==> src/rtl/rfaludm_pkg.sv <==
// Shared definitions for the RFALUDM control sequencer: LEGv8 opcodes,
// ALUOp encodings, instruction classes and the sequencer state encoding.
package rfaludm_pkg;

    // Opcodes compared against instr[31:21]
    localparam logic [10:0] OPC_LDUR = 11'b11111000010;
    localparam logic [10:0] OPC_STUR = 11'b11111000000;
    localparam logic [10:0] OPC_ADD  = 11'b10001011000;
    localparam logic [10:0] OPC_SUB  = 11'b11001011000;
    localparam logic [10:0] OPC_AND  = 11'b10001010000;
    localparam logic [10:0] OPC_ORR  = 11'b10101010000;
    // CBZ is identified by the 8-bit CB-format opcode in instr[31:24]
    localparam logic [7:0]  OPC_CBZ  = 8'b10110100;

    // ALUOp encodings seen by the ALU control
    localparam logic [1:0] ALUOP_NONE  = 2'b00;
    localparam logic [1:0] ALUOP_PASSB = 2'b01;
    localparam logic [1:0] ALUOP_RTYPE = 2'b10;
    localparam logic [1:0] ALUOP_DADDR = 2'b11;

    typedef enum logic [2:0] {
        ST_IDLE   = 3'd0,
        ST_DECODE = 3'd1,
        ST_EXEC   = 3'd2,
        ST_MEM    = 3'd3,
        ST_WB     = 3'd4,
        ST_DONE   = 3'd5
    } state_e;

    typedef enum logic [2:0] {
        CLS_RTYPE   = 3'd0,
        CLS_LOAD    = 3'd1,
        CLS_STORE   = 3'd2,
        CLS_CBZ     = 3'd3,
        CLS_ILLEGAL = 3'd4
    } iclass_e;

endpackage

==> src/rtl/rfaludm_sequencer_if.sv <==
// Bundle of the sequencer request inputs and all datapath-facing outputs.
// The master side (bench or CPU front end) drives start/instr/Zero.
interface rfaludm_sequencer_if;

    logic        start;
    logic [31:0] instr;
    logic        Zero;

    logic        busy;
    logic        done;
    logic        illegal;
    logic        branch_taken;
    logic [18:0] br_offset;

    logic [1:0]  ALUOp;
    logic [10:0] OpCodefield;
    logic [4:0]  Rn;
    logic [4:0]  Rm;
    logic [4:0]  Rt;
    logic [8:0]  DispIn;

    logic        RegWrite;
    logic        MemRead;
    logic        MemWrite;
    logic        ALUSrc_Select;
    logic        MemtoReg_Select;
    logic        Reg2Loc_Select;

    logic        RF_clock;
    logic        DM_clock;

    modport master (
        output start, instr, Zero,
        input  busy, done, illegal, branch_taken, br_offset,
        input  ALUOp, OpCodefield, Rn, Rm, Rt, DispIn,
        input  RegWrite, MemRead, MemWrite, ALUSrc_Select, MemtoReg_Select, Reg2Loc_Select,
        input  RF_clock, DM_clock
    );

    modport slave (
        input  start, instr, Zero,
        output busy, done, illegal, branch_taken, br_offset,
        output ALUOp, OpCodefield, Rn, Rm, Rt, DispIn,
        output RegWrite, MemRead, MemWrite, ALUSrc_Select, MemtoReg_Select, Reg2Loc_Select,
        output RF_clock, DM_clock
    );

endinterface

==> src/rtl/rfaludm_decode.sv <==
// Combinational LEGv8 decode: instruction class plus the register and
// displacement fields the datapath consumes.
module rfaludm_decode
    import rfaludm_pkg::*;
(
    input  logic [31:0] i_instr,
    output iclass_e     o_class,
    output logic [10:0] o_opcode,
    output logic [4:0]  o_rn,
    output logic [4:0]  o_rm,
    output logic [4:0]  o_rt,
    output logic [8:0]  o_disp
);

    // instr[11:10] (the D-format op2 field) carries nothing this sequencer uses
    logic w_unused;
    assign w_unused = ^i_instr[11:10];

    assign o_opcode = i_instr[31:21];
    assign o_rm     = i_instr[20:16];
    assign o_disp   = i_instr[20:12];
    assign o_rn     = i_instr[9:5];
    assign o_rt     = i_instr[4:0];

    // Classify by opcode; CBZ is checked on its narrower 8-bit opcode first
    always_comb begin
        o_class = CLS_ILLEGAL;
        if (i_instr[31:24] == OPC_CBZ) begin
            o_class = CLS_CBZ;
        end else begin
            case (i_instr[31:21])
                OPC_LDUR: o_class = CLS_LOAD;
                OPC_STUR: o_class = CLS_STORE;
                OPC_ADD,
                OPC_SUB,
                OPC_AND,
                OPC_ORR:  o_class = CLS_RTYPE;
                default:  o_class = CLS_ILLEGAL;
            endcase
        end
    end

endmodule

==> src/rtl/rfaludm_sequencer.sv <==
// Multicycle control sequencer for the RFALUDM datapath. One instruction
// is captured per start, then stepped through DECODE/EXEC/MEM/WB/DONE.
// Every output is a register loaded from the next-state value, so outputs
// line up with the state they describe and clear at once on reset.
module rfaludm_sequencer
    import rfaludm_pkg::*;
(
    input  logic               clock,
    input  logic               reset_n,
    rfaludm_sequencer_if.slave bus
);

    state_e      r_state;
    state_e      w_next_state;
    logic [31:0] r_instr;

    iclass_e     w_class;
    logic [10:0] w_opcode;
    logic [4:0]  w_rn;
    logic [4:0]  w_rm;
    logic [4:0]  w_rt;
    logic [8:0]  w_disp;

    logic [1:0]  w_alu_op;
    logic        w_reg_write;
    logic        w_mem_read;
    logic        w_mem_write;
    logic        w_alu_src;
    logic        w_mem_to_reg;
    logic        w_reg2loc;

    logic        w_accept;
    logic        w_enter_exec;

    logic        r_busy;
    logic        r_done;
    logic        r_illegal;
    logic        r_branch_taken;
    logic [18:0] r_br_offset;
    logic [1:0]  r_alu_op;
    logic [10:0] r_opcode;
    logic [4:0]  r_rn;
    logic [4:0]  r_rm;
    logic [4:0]  r_rt;
    logic [8:0]  r_disp;
    logic        r_reg_write;
    logic        r_mem_read;
    logic        r_mem_write;
    logic        r_alu_src;
    logic        r_mem_to_reg;
    logic        r_reg2loc;
    logic        r_rf_clock;
    logic        r_dm_clock;

    rfaludm_decode u_decode (
        .i_instr  (r_instr),
        .o_class  (w_class),
        .o_opcode (w_opcode),
        .o_rn     (w_rn),
        .o_rm     (w_rm),
        .o_rt     (w_rt),
        .o_disp   (w_disp)
    );

    assign w_accept     = (r_state == ST_IDLE) && bus.start;
    assign w_enter_exec = (r_state == ST_DECODE) && (w_next_state == ST_EXEC);

    // State register
    always_ff @(posedge clock or negedge reset_n) begin
        if (!reset_n) r_state <= ST_IDLE;
        else          r_state <= w_next_state;
    end

    // Next-state selection and the control set implied by the decoded class
    always_comb begin
        w_next_state = r_state;
        w_alu_op     = ALUOP_NONE;
        w_reg_write  = 1'b0;
        w_mem_read   = 1'b0;
        w_mem_write  = 1'b0;
        w_alu_src    = 1'b0;
        w_mem_to_reg = 1'b0;
        w_reg2loc    = 1'b0;

        case (w_class)
            CLS_RTYPE: begin
                w_alu_op     = ALUOP_RTYPE;
                w_mem_to_reg = 1'b1;
                w_reg_write  = 1'b1;
            end
            CLS_LOAD: begin
                w_alu_op    = ALUOP_DADDR;
                w_alu_src   = 1'b1;
                w_mem_read  = 1'b1;
                w_reg_write = 1'b1;
            end
            CLS_STORE: begin
                w_alu_op    = ALUOP_DADDR;
                w_alu_src   = 1'b1;
                w_reg2loc   = 1'b1;
                w_mem_write = 1'b1;
            end
            CLS_CBZ: begin
                w_alu_op  = ALUOP_PASSB;
                w_reg2loc = 1'b1;
            end
            default: ;
        endcase

        case (r_state)
            ST_IDLE:   if (bus.start) w_next_state = ST_DECODE;
            ST_DECODE: w_next_state = (w_class == CLS_ILLEGAL) ? ST_DONE : ST_EXEC;
            ST_EXEC: begin
                case (w_class)
                    CLS_LOAD,
                    CLS_STORE: w_next_state = ST_MEM;
                    CLS_RTYPE: w_next_state = ST_WB;
                    default:   w_next_state = ST_DONE;
                endcase
            end
            ST_MEM:    w_next_state = (w_class == CLS_LOAD) ? ST_WB : ST_DONE;
            ST_WB:     w_next_state = ST_DONE;
            ST_DONE:   w_next_state = ST_IDLE;
            default:   w_next_state = ST_IDLE;
        endcase
    end

    // Capture the instruction and branch offset only when a request is accepted
    always_ff @(posedge clock or negedge reset_n) begin
        if (!reset_n) begin
            r_instr     <= '0;
            r_br_offset <= '0;
        end else if (w_accept) begin
            r_instr     <= bus.instr;
            r_br_offset <= bus.instr[23:5];
        end
    end

    // Status flags and write strobes, derived from the state being entered
    always_ff @(posedge clock or negedge reset_n) begin
        if (!reset_n) begin
            r_busy         <= 1'b0;
            r_done         <= 1'b0;
            r_illegal      <= 1'b0;
            r_branch_taken <= 1'b0;
            r_rf_clock     <= 1'b0;
            r_dm_clock     <= 1'b0;
        end else begin
            r_busy         <= (w_next_state != ST_IDLE);
            r_done         <= (w_next_state == ST_DONE);
            r_illegal      <= (w_next_state == ST_DONE) && (w_class == CLS_ILLEGAL);
            // Only CBZ leaves EXEC straight for DONE; Zero is sampled on that edge
            r_branch_taken <= (r_state == ST_EXEC) && (w_next_state == ST_DONE) && bus.Zero;
            r_rf_clock     <= (w_next_state == ST_WB);
            r_dm_clock     <= (w_next_state == ST_MEM) && (w_class == CLS_STORE);
        end
    end

    // Datapath controls and fields: loaded on entry to EXEC, controls cleared on return to IDLE
    always_ff @(posedge clock or negedge reset_n) begin
        if (!reset_n) begin
            r_alu_op     <= ALUOP_NONE;
            r_opcode     <= '0;
            r_rn         <= '0;
            r_rm         <= '0;
            r_rt         <= '0;
            r_disp       <= '0;
            r_reg_write  <= 1'b0;
            r_mem_read   <= 1'b0;
            r_mem_write  <= 1'b0;
            r_alu_src    <= 1'b0;
            r_mem_to_reg <= 1'b0;
            r_reg2loc    <= 1'b0;
        end else if (w_enter_exec) begin
            r_alu_op     <= w_alu_op;
            r_opcode     <= w_opcode;
            r_rn         <= w_rn;
            r_rm         <= w_rm;
            r_rt         <= w_rt;
            r_disp       <= w_disp;
            r_reg_write  <= w_reg_write;
            r_mem_read   <= w_mem_read;
            r_mem_write  <= w_mem_write;
            r_alu_src    <= w_alu_src;
            r_mem_to_reg <= w_mem_to_reg;
            r_reg2loc    <= w_reg2loc;
        end else if (w_next_state == ST_IDLE) begin
            r_alu_op     <= ALUOP_NONE;
            r_reg_write  <= 1'b0;
            r_mem_read   <= 1'b0;
            r_mem_write  <= 1'b0;
            r_alu_src    <= 1'b0;
            r_mem_to_reg <= 1'b0;
            r_reg2loc    <= 1'b0;
        end
    end

    assign bus.busy            = r_busy;
    assign bus.done            = r_done;
    assign bus.illegal         = r_illegal;
    assign bus.branch_taken    = r_branch_taken;
    assign bus.br_offset       = r_br_offset;
    assign bus.ALUOp           = r_alu_op;
    assign bus.OpCodefield     = r_opcode;
    assign bus.Rn              = r_rn;
    assign bus.Rm              = r_rm;
    assign bus.Rt              = r_rt;
    assign bus.DispIn          = r_disp;
    assign bus.RegWrite        = r_reg_write;
    assign bus.MemRead         = r_mem_read;
    assign bus.MemWrite        = r_mem_write;
    assign bus.ALUSrc_Select   = r_alu_src;
    assign bus.MemtoReg_Select = r_mem_to_reg;
    assign bus.Reg2Loc_Select  = r_reg2loc;
    assign bus.RF_clock        = r_rf_clock;
    assign bus.DM_clock        = r_dm_clock;

endmodule

==> src/flat_wrapper.sv <==
// flat-port wrapper written by rule: the top's interface ports become plain ports
module rfaludm_sequencer_flat import rfaludm_pkg::*;
  (clock, reset_n, bus_start, bus_instr, bus_Zero, bus_busy, bus_done, bus_illegal, bus_branch_taken, bus_br_offset, bus_ALUOp, bus_OpCodefield, bus_Rn, bus_Rm, bus_Rt, bus_DispIn, bus_RegWrite, bus_MemRead, bus_MemWrite, bus_ALUSrc_Select, bus_MemtoReg_Select, bus_Reg2Loc_Select, bus_RF_clock, bus_DM_clock);
  rfaludm_sequencer_if bus_i ();
  input  logic clock;
  input  logic reset_n;
  input wire logic [$bits(bus_i.start)-1:0] bus_start;
  input wire logic [$bits(bus_i.instr)-1:0] bus_instr;
  input wire logic [$bits(bus_i.Zero)-1:0] bus_Zero;
  output wire logic [$bits(bus_i.busy)-1:0] bus_busy;
  output wire logic [$bits(bus_i.done)-1:0] bus_done;
  output wire logic [$bits(bus_i.illegal)-1:0] bus_illegal;
  output wire logic [$bits(bus_i.branch_taken)-1:0] bus_branch_taken;
  output wire logic [$bits(bus_i.br_offset)-1:0] bus_br_offset;
  output wire logic [$bits(bus_i.ALUOp)-1:0] bus_ALUOp;
  output wire logic [$bits(bus_i.OpCodefield)-1:0] bus_OpCodefield;
  output wire logic [$bits(bus_i.Rn)-1:0] bus_Rn;
  output wire logic [$bits(bus_i.Rm)-1:0] bus_Rm;
  output wire logic [$bits(bus_i.Rt)-1:0] bus_Rt;
  output wire logic [$bits(bus_i.DispIn)-1:0] bus_DispIn;
  output wire logic [$bits(bus_i.RegWrite)-1:0] bus_RegWrite;
  output wire logic [$bits(bus_i.MemRead)-1:0] bus_MemRead;
  output wire logic [$bits(bus_i.MemWrite)-1:0] bus_MemWrite;
  output wire logic [$bits(bus_i.ALUSrc_Select)-1:0] bus_ALUSrc_Select;
  output wire logic [$bits(bus_i.MemtoReg_Select)-1:0] bus_MemtoReg_Select;
  output wire logic [$bits(bus_i.Reg2Loc_Select)-1:0] bus_Reg2Loc_Select;
  output wire logic [$bits(bus_i.RF_clock)-1:0] bus_RF_clock;
  output wire logic [$bits(bus_i.DM_clock)-1:0] bus_DM_clock;
  assign bus_i.start = bus_start;
  assign bus_i.instr = bus_instr;
  assign bus_i.Zero = bus_Zero;
  assign bus_busy = bus_i.busy;
  assign bus_done = bus_i.done;
  assign bus_illegal = bus_i.illegal;
  assign bus_branch_taken = bus_i.branch_taken;
  assign bus_br_offset = bus_i.br_offset;
  assign bus_ALUOp = bus_i.ALUOp;
  assign bus_OpCodefield = bus_i.OpCodefield;
  assign bus_Rn = bus_i.Rn;
  assign bus_Rm = bus_i.Rm;
  assign bus_Rt = bus_i.Rt;
  assign bus_DispIn = bus_i.DispIn;
  assign bus_RegWrite = bus_i.RegWrite;
  assign bus_MemRead = bus_i.MemRead;
  assign bus_MemWrite = bus_i.MemWrite;
  assign bus_ALUSrc_Select = bus_i.ALUSrc_Select;
  assign bus_MemtoReg_Select = bus_i.MemtoReg_Select;
  assign bus_Reg2Loc_Select = bus_i.Reg2Loc_Select;
  assign bus_RF_clock = bus_i.RF_clock;
  assign bus_DM_clock = bus_i.DM_clock;
  rfaludm_sequencer u_core (.clock(clock), .reset_n(reset_n), .bus(bus_i));
endmodule
==> config.mk <==
export PLATFORM = sky130hd
export DESIGN_NAME = rfaludm_sequencer_flat
export DESIGN_NICKNAME = d
export VERILOG_FILES = /design/src/rtl/rfaludm_pkg.sv /design/src/rtl/rfaludm_sequencer_if.sv /design/src/rtl/rfaludm_decode.sv /design/src/rtl/rfaludm_sequencer.sv /design/src/flat_wrapper.sv
export SDC_FILE = /design/constraint.sdc
export NUM_CORES = 1
export LEC_CHECK = 0
export ABC_CLOCK_PERIOD_IN_PS = 2500
export CORE_ASPECT_RATIO = 2
export CORE_MARGIN = 2
export CORE_UTILIZATION = 47
export CTS_CLUSTER_DIAMETER = 120
export DETAILED_ROUTE_END_ITERATION = 10
export GPL_TIMING_DRIVEN = 0
export PLACE_DENSITY = 0.87
export REMOVE_ABC_BUFFERS = 1
export SETUP_SLACK_MARGIN = 0.4
export SLEW_MARGIN = 15
export SYNTH_ARGS = -nofsm -noshare
export SYNTH_HDL_FRONTEND = slang
export SYNTH_SLANG_ARGS = --single-unit
==> constraint.sdc <==
create_clock -name clock -period 2.5 [get_ports clock]
set_clock_uncertainty 0.05 [all_clocks]
set_input_delay 0.5 -clock clock [delete_from_list [all_inputs] [get_ports clock]]
set_output_delay 0.5 -clock clock [all_outputs]
set_load 0.05 [all_outputs]
**Yosys cells after proc, flatten, opt, wreduce, memory -nomap -nowiden**

Index checks and enable logic that the tools add are counted.

- Flip-flop bits (word level): 103
- Input bits: 36
- Output and inout port bits: 68
- Logic and storage cells: 78

- Reduce and logical (&&, ||, !) cells: 15
- Equality and inequality tests: 19
- Mux-type cells: 23

Operators with widths:

| kind | count |
|---|---|
| $eq 11x11->1 const B | 6 |
| $eq 3x2->1 const B | 6 |
| $pmux 3 s5 | 1 |
| $mux 1 | 14 |
| $eq 3x3->1 const B | 4 |
| $logic_not 3->1 | 3 |
| $mux 3 | 3 |
| $pmux 3 s3 | 1 |
| $eq 8x8->1 const B | 1 |
| $eq 3x1->1 const B | 2 |
| $logic_and 1x1->1 | 6 |
| $pmux 2 s3 | 1 |
| $pmux 3 s2 | 1 |
| $reduce_or 2->1 | 3 |
| $mux 2 | 2 |
| $reduce_or 4->1 | 1 |
| $reduce_bool 3->1 | 1 |
| $reduce_bool 2->1 | 1 |

**Logic depth before layout (Yosys ltp)**

- Depth after elaboration: 11
- Depth in mapped cells: 8
- Depth with buffers taken out: 5

**By module**

A second synthesis with hierarchy kept.

- Cells, all modules: 294
- Area, all modules: 3804.9 um^2

By module, submodules not included:

| module | instances | area each (um^2) | cells an instance |
|---|---|---|---|
| rfaludm_sequencer | 1 | 3440.8 | 244 |
| rfaludm_decode | 1 | 364.1 | 50 |

**Worst setup path before layout**

No wires, ideal clock.

- Path kind: flip-flop to flip-flop
- From: register u_core.bus.br_offset[16] (netlist name)
- To: register u_core.r_opcode[6], in the netlist u_core.bus.OpCodefield[6]
- Library setup time: 0.125 ns
- Stages on the path, launching flop included: 7
- Path buffers: 2
- Arrival time: 1.943 ns
- Data required time: 2.325 ns
- Slack: 0.382 ns
- Path through: dfrtp_1 -> or3b_1 -> nor4_4 -> o31a_2 -> buf_6 -> buf_6 -> mux2_2

RTL lines:

| item | RTL line | source |
|---|---|---|
| to (signal assigned) | rfaludm_sequencer.sv:176 | `r_opcode <= w_opcode;` |
| to (decl) | rfaludm_sequencer.sv:41 | `logic [10:0] r_opcode;` |

==> run_results.csv <==
group,metric,value,unit
detailed_routing,met3_length,386,um
global_route,grt_max_degree,50,
sta,finalHoldViolCount,0,
final_layout,layout-drive-gt1-share,33.3,%
pwr,p_leak,2.33,nW
global_route,grt.total_usage,22.1,%
floorplan,coreArea,7210,sq um
sta,maxSlewHeadroom,62.9,%
sta,maxSlewViolCount,0,
clocking,clkTransAtPathRegs,0.06,ns
clocking,htreeDepth,3,
detailed_routing,first_pass_iters,4,
critical_path,r2r_cells,6,
final_layout,multi_input_area,1340,sq um
place,gp_congestion,0.877,
logic_synthesis,avgSynthCellArea,13.7,sq um
global_route,antenna_found_initial,0,
pwr,ir_drop,0.999,mV
detailed_routing,wl_met1,2.77,mm
critical_path,crit_path_start_kind,"flop",
final_layout,syn2layout_area_growth,44.6,%
clocking,cts.sink_count,79,
logic_synthesis,synthAdderAreaFrac,0,%
logic_synthesis,synth_seq_cells,79,
sta,layout_min_cycle_time,2.14,ns
logic_synthesis,synthSimpleGateAreaFrac,6.93,%
detailed_routing,route.met2.wl,5.00,mm
logic_synthesis,synth_mux_area_share,21.4,%
floorplan,initial_core_util,47.8,%
detailed_routing,via_per_inst,5.40,
critical_path,reg2reg_slack,0.36,ns
critical_path,cp.required,2.66,ns
logic_synthesis,ys_warn_count,0,
logic_synthesis,ys_seq_area_share,57.3,%
global_route,grt_pass1_wl,13.3,mm
detailed_routing,wire_per_inst,19.3,um
clocking,clkLatencyLatePin,0.33,ns
critical_path,critPathMaxFanout,9,
final_layout,fill_cells,498,
logic_synthesis,synth-xor-area-share,0.254,%
logic_synthesis,synth_cell_type_count,42,
flow_run,timing.max_cap.violations,0,
logic_synthesis,synth_top_family_by_area,"multiplexers",
final_layout,final_area,4990,sq um
place,dp_hpwl,5.35,mm
final_layout,register_area,1980,sq um
status,outcome,"finished clean",
place,placedInstanceArea,4390,sq um
floorplan,fp.dieH,125,um
logic_synthesis,synthesis.area,3450,sq um
final_layout,diodes,0,
place,portBuffers,103,
final_layout,final_nets,382,
detailed_routing,vias,2393,
logic_synthesis,synth_compound_area_share,5.95,%
logic_synthesis,synth_edf_count,0,
detailed_routing,drc,0,
pwr,powerDensity,1500,nW/um^2
min_path,hold_path_class,"in2async",
sta,setup_viol,0,
global_route,grt_overflow_total,0,
global_route,first_global_vias,2618,
floorplan,boundaryPins,104,
detailed_routing,topRoutingLayerUsed,"met4",
clocking,cts_tree,"built",
clocking,cts_root_buf,"clkbuf_16",
clocking,cts_max_path_buffers,2,
sta,timing.final.ws_setup,0.364,ns
place,dp_slack,-0.299,ns
clocking,cts_buffers,9,
critical_path,reg2reg_from,"u_core.bus.br_offset[16]",
sta,period_share,85.4,%
critical_path,worstSetupEndpointType,"flop",
floorplan,rows,44,
sta,fmax,468,MHz
sta,rsz0062_at_grt,"yes",
logic_synthesis,async_flop_share,100,%
floorplan,dieArea,8090,sq um
detailed_routing,drt_iter0_drc,214,
detailed_routing,drt-total-wl,8.53,mm
detailed_routing,drtAntennaViolNets,0,
logic_synthesis,netlist_instances,251,
floorplan,die_x,64.6,um
critical_path,r2r_end,"u_core.bus.OpCodefield[0]",
sta,tightest_slew,0.555,ns
critical_path,path_class,"reg2reg",
logic_synthesis,ys.flop_type,"dfrtp_1",
critical_path,crit_arrival,2.30,ns
synth_stat cells (all sizes together), types with 2 or more instances:
library cell / number / share of area, %
nor3b: 2 / 0.58
a211oi: 3 / 0.65
nand2: 4 / 0.43
nand3: 3 / 0.43
o21ai: 2 / 0.29
and3b: 2 / 0.51
nor3: 2 / 0.29
a21oi: 9 / 1.3
a2111oi: 3 / 1.5
inv: 6 / 0.65
or3b: 2 / 0.51
dfrtp: 79 / 57
mux2i: 5 / 1.5
and3: 2 / 0.36
nand2b: 2 / 0.36
nor2b: 3 / 0.54
nor2: 9 / 0.98
mux2: 61 / 20
clkbuf: 3 / 0.33
buf: 33 / 7.3
o31a: 2 / 0.54
power breakdown:
part	internal [mW]	switching (mW)
clock network	0.723	0.489
registers	1.84	0.469
logic	1.54	2.43
worst max-delay path by stage:
stage / slack, ns / depth (start not counted) / start / end
floorplan: -0.12 / 5 / u_core.bus.br_offset[16] / u_core.bus.Reg2Loc_Select
global route: 0.26 / 6 / u_core.bus.br_offset[16] / u_core.bus.RegWrite
CTS: 0.36 / 7 / u_core.bus.br_offset[16] / u_core.bus.RF_clock
global placement: -1.77 / 1 / reset_n / u_core.bus.DispIn[6]
detailed placement: -0.30 / 5 / u_core.bus.br_offset[16] / u_core.bus.Reg2Loc_Select
finish: 0.36 / 6 / u_core.bus.br_offset[16] / u_core.bus.OpCodefield[0]
layout by cell type (no fill, tap or decap), types with 6 or more instances in the layout:
cell             synthesis  layout
nor2_1                   9       9
a21oi_1                  9       8
clkbuf_16                0      10
dlymetal6s2s_1           0      12
mux2_2                  61      51
clkdlybuf4s50_1          0      85
buf_4                   24      10
dfrtp_1                 79      75
inv_1                    6       6
mux2_4                   0      10
worst max-delay path, cell delays in order, from the launching register on:
cell and delay [ns]:
dfrtp_1 0.43, or3b_4 0.44, nor4_4 0.23, buf_4 0.19
o31a_4 0.19, buf_12 0.15, mux2_2 0.33
cell families (layout without fill, tap and decap cells):
logic type      Yosys count  after routing
mux                      66             66
flops                    79             79
simple gates             37             37
xor+xnor                  1              1
buf+inv                  42            140
compound gates           26             28
sequential cells by signal (all words and copies together), names as in the netlist:
register / count
u_core.bus.ALUOp: 2
u_core.bus.ALUSrc_Select: 1
u_core.bus.DM_clock: 1
u_core.bus.DispIn: 9
u_core.bus.MemRead: 1
u_core.bus.MemWrite: 1
u_core.bus.MemtoReg_Select: 1
u_core.bus.OpCodefield: 11
u_core.bus.RF_clock: 1
u_core.bus.Reg2Loc_Select: 1
u_core.bus.RegWrite: 1
u_core.bus.Rn: 5
u_core.bus.Rt: 5
u_core.bus.br_offset: 18
u_core.bus.branch_taken: 1
u_core.bus.busy: 1
u_core.bus.done: 1
u_core.bus.illegal: 1
u_core.r_instr: 14
u_core.r_state: 3
cell type report:
cell class                 count  share of cell area, %
clock buffer                  13                   5.21
inverter                       6                  0.451
tap                           92                   2.31
timing repair buffer         118                   25.1
multi-input combinational    132                   26.9
sequential                    79                   39.7
clock inverter                 3                  0.351
layer usage:
layer  up-vias  global-route usage (%)
li1       1057                       -
met1      1206                    21.9
met4         0                    14.1
met5         -                       0
met3        26                    4.59
met2       104                    40.3
through the flow:
stage	instances	TNS [ns]	utilization (%)	hold WS [ns]	total power, mW
2_1_floorplan	215	-3.74	-	0.154	4.70
3_3_place_gp	410	-159.63	60.1	0.404	5.93
3_5_place_dp	412	-8.51	60.9	0.409	6.06
4_1_cts	435	0	66.4	0.0497	7.34
5_1_grt	443	0	69.2	0.0780	7.82
6_report	443	0	69.2	0.0425	7.50
what timing repair did:
| action | in CTS | in global routing |
|---|---|---|
| hold buffers | 0 | 0 |
| pin swaps | 5 | 3 |
| resized for setup | 13 | 40 |
| endpoints found under the hold margin | 0 | 0 |
| setup endpoints to repair | 50 | 79 |
| buffers inserted | 5 | 6 |
| cloned | 2 | 2 |
No activity file was read; power rests on OpenSTA's default activity.
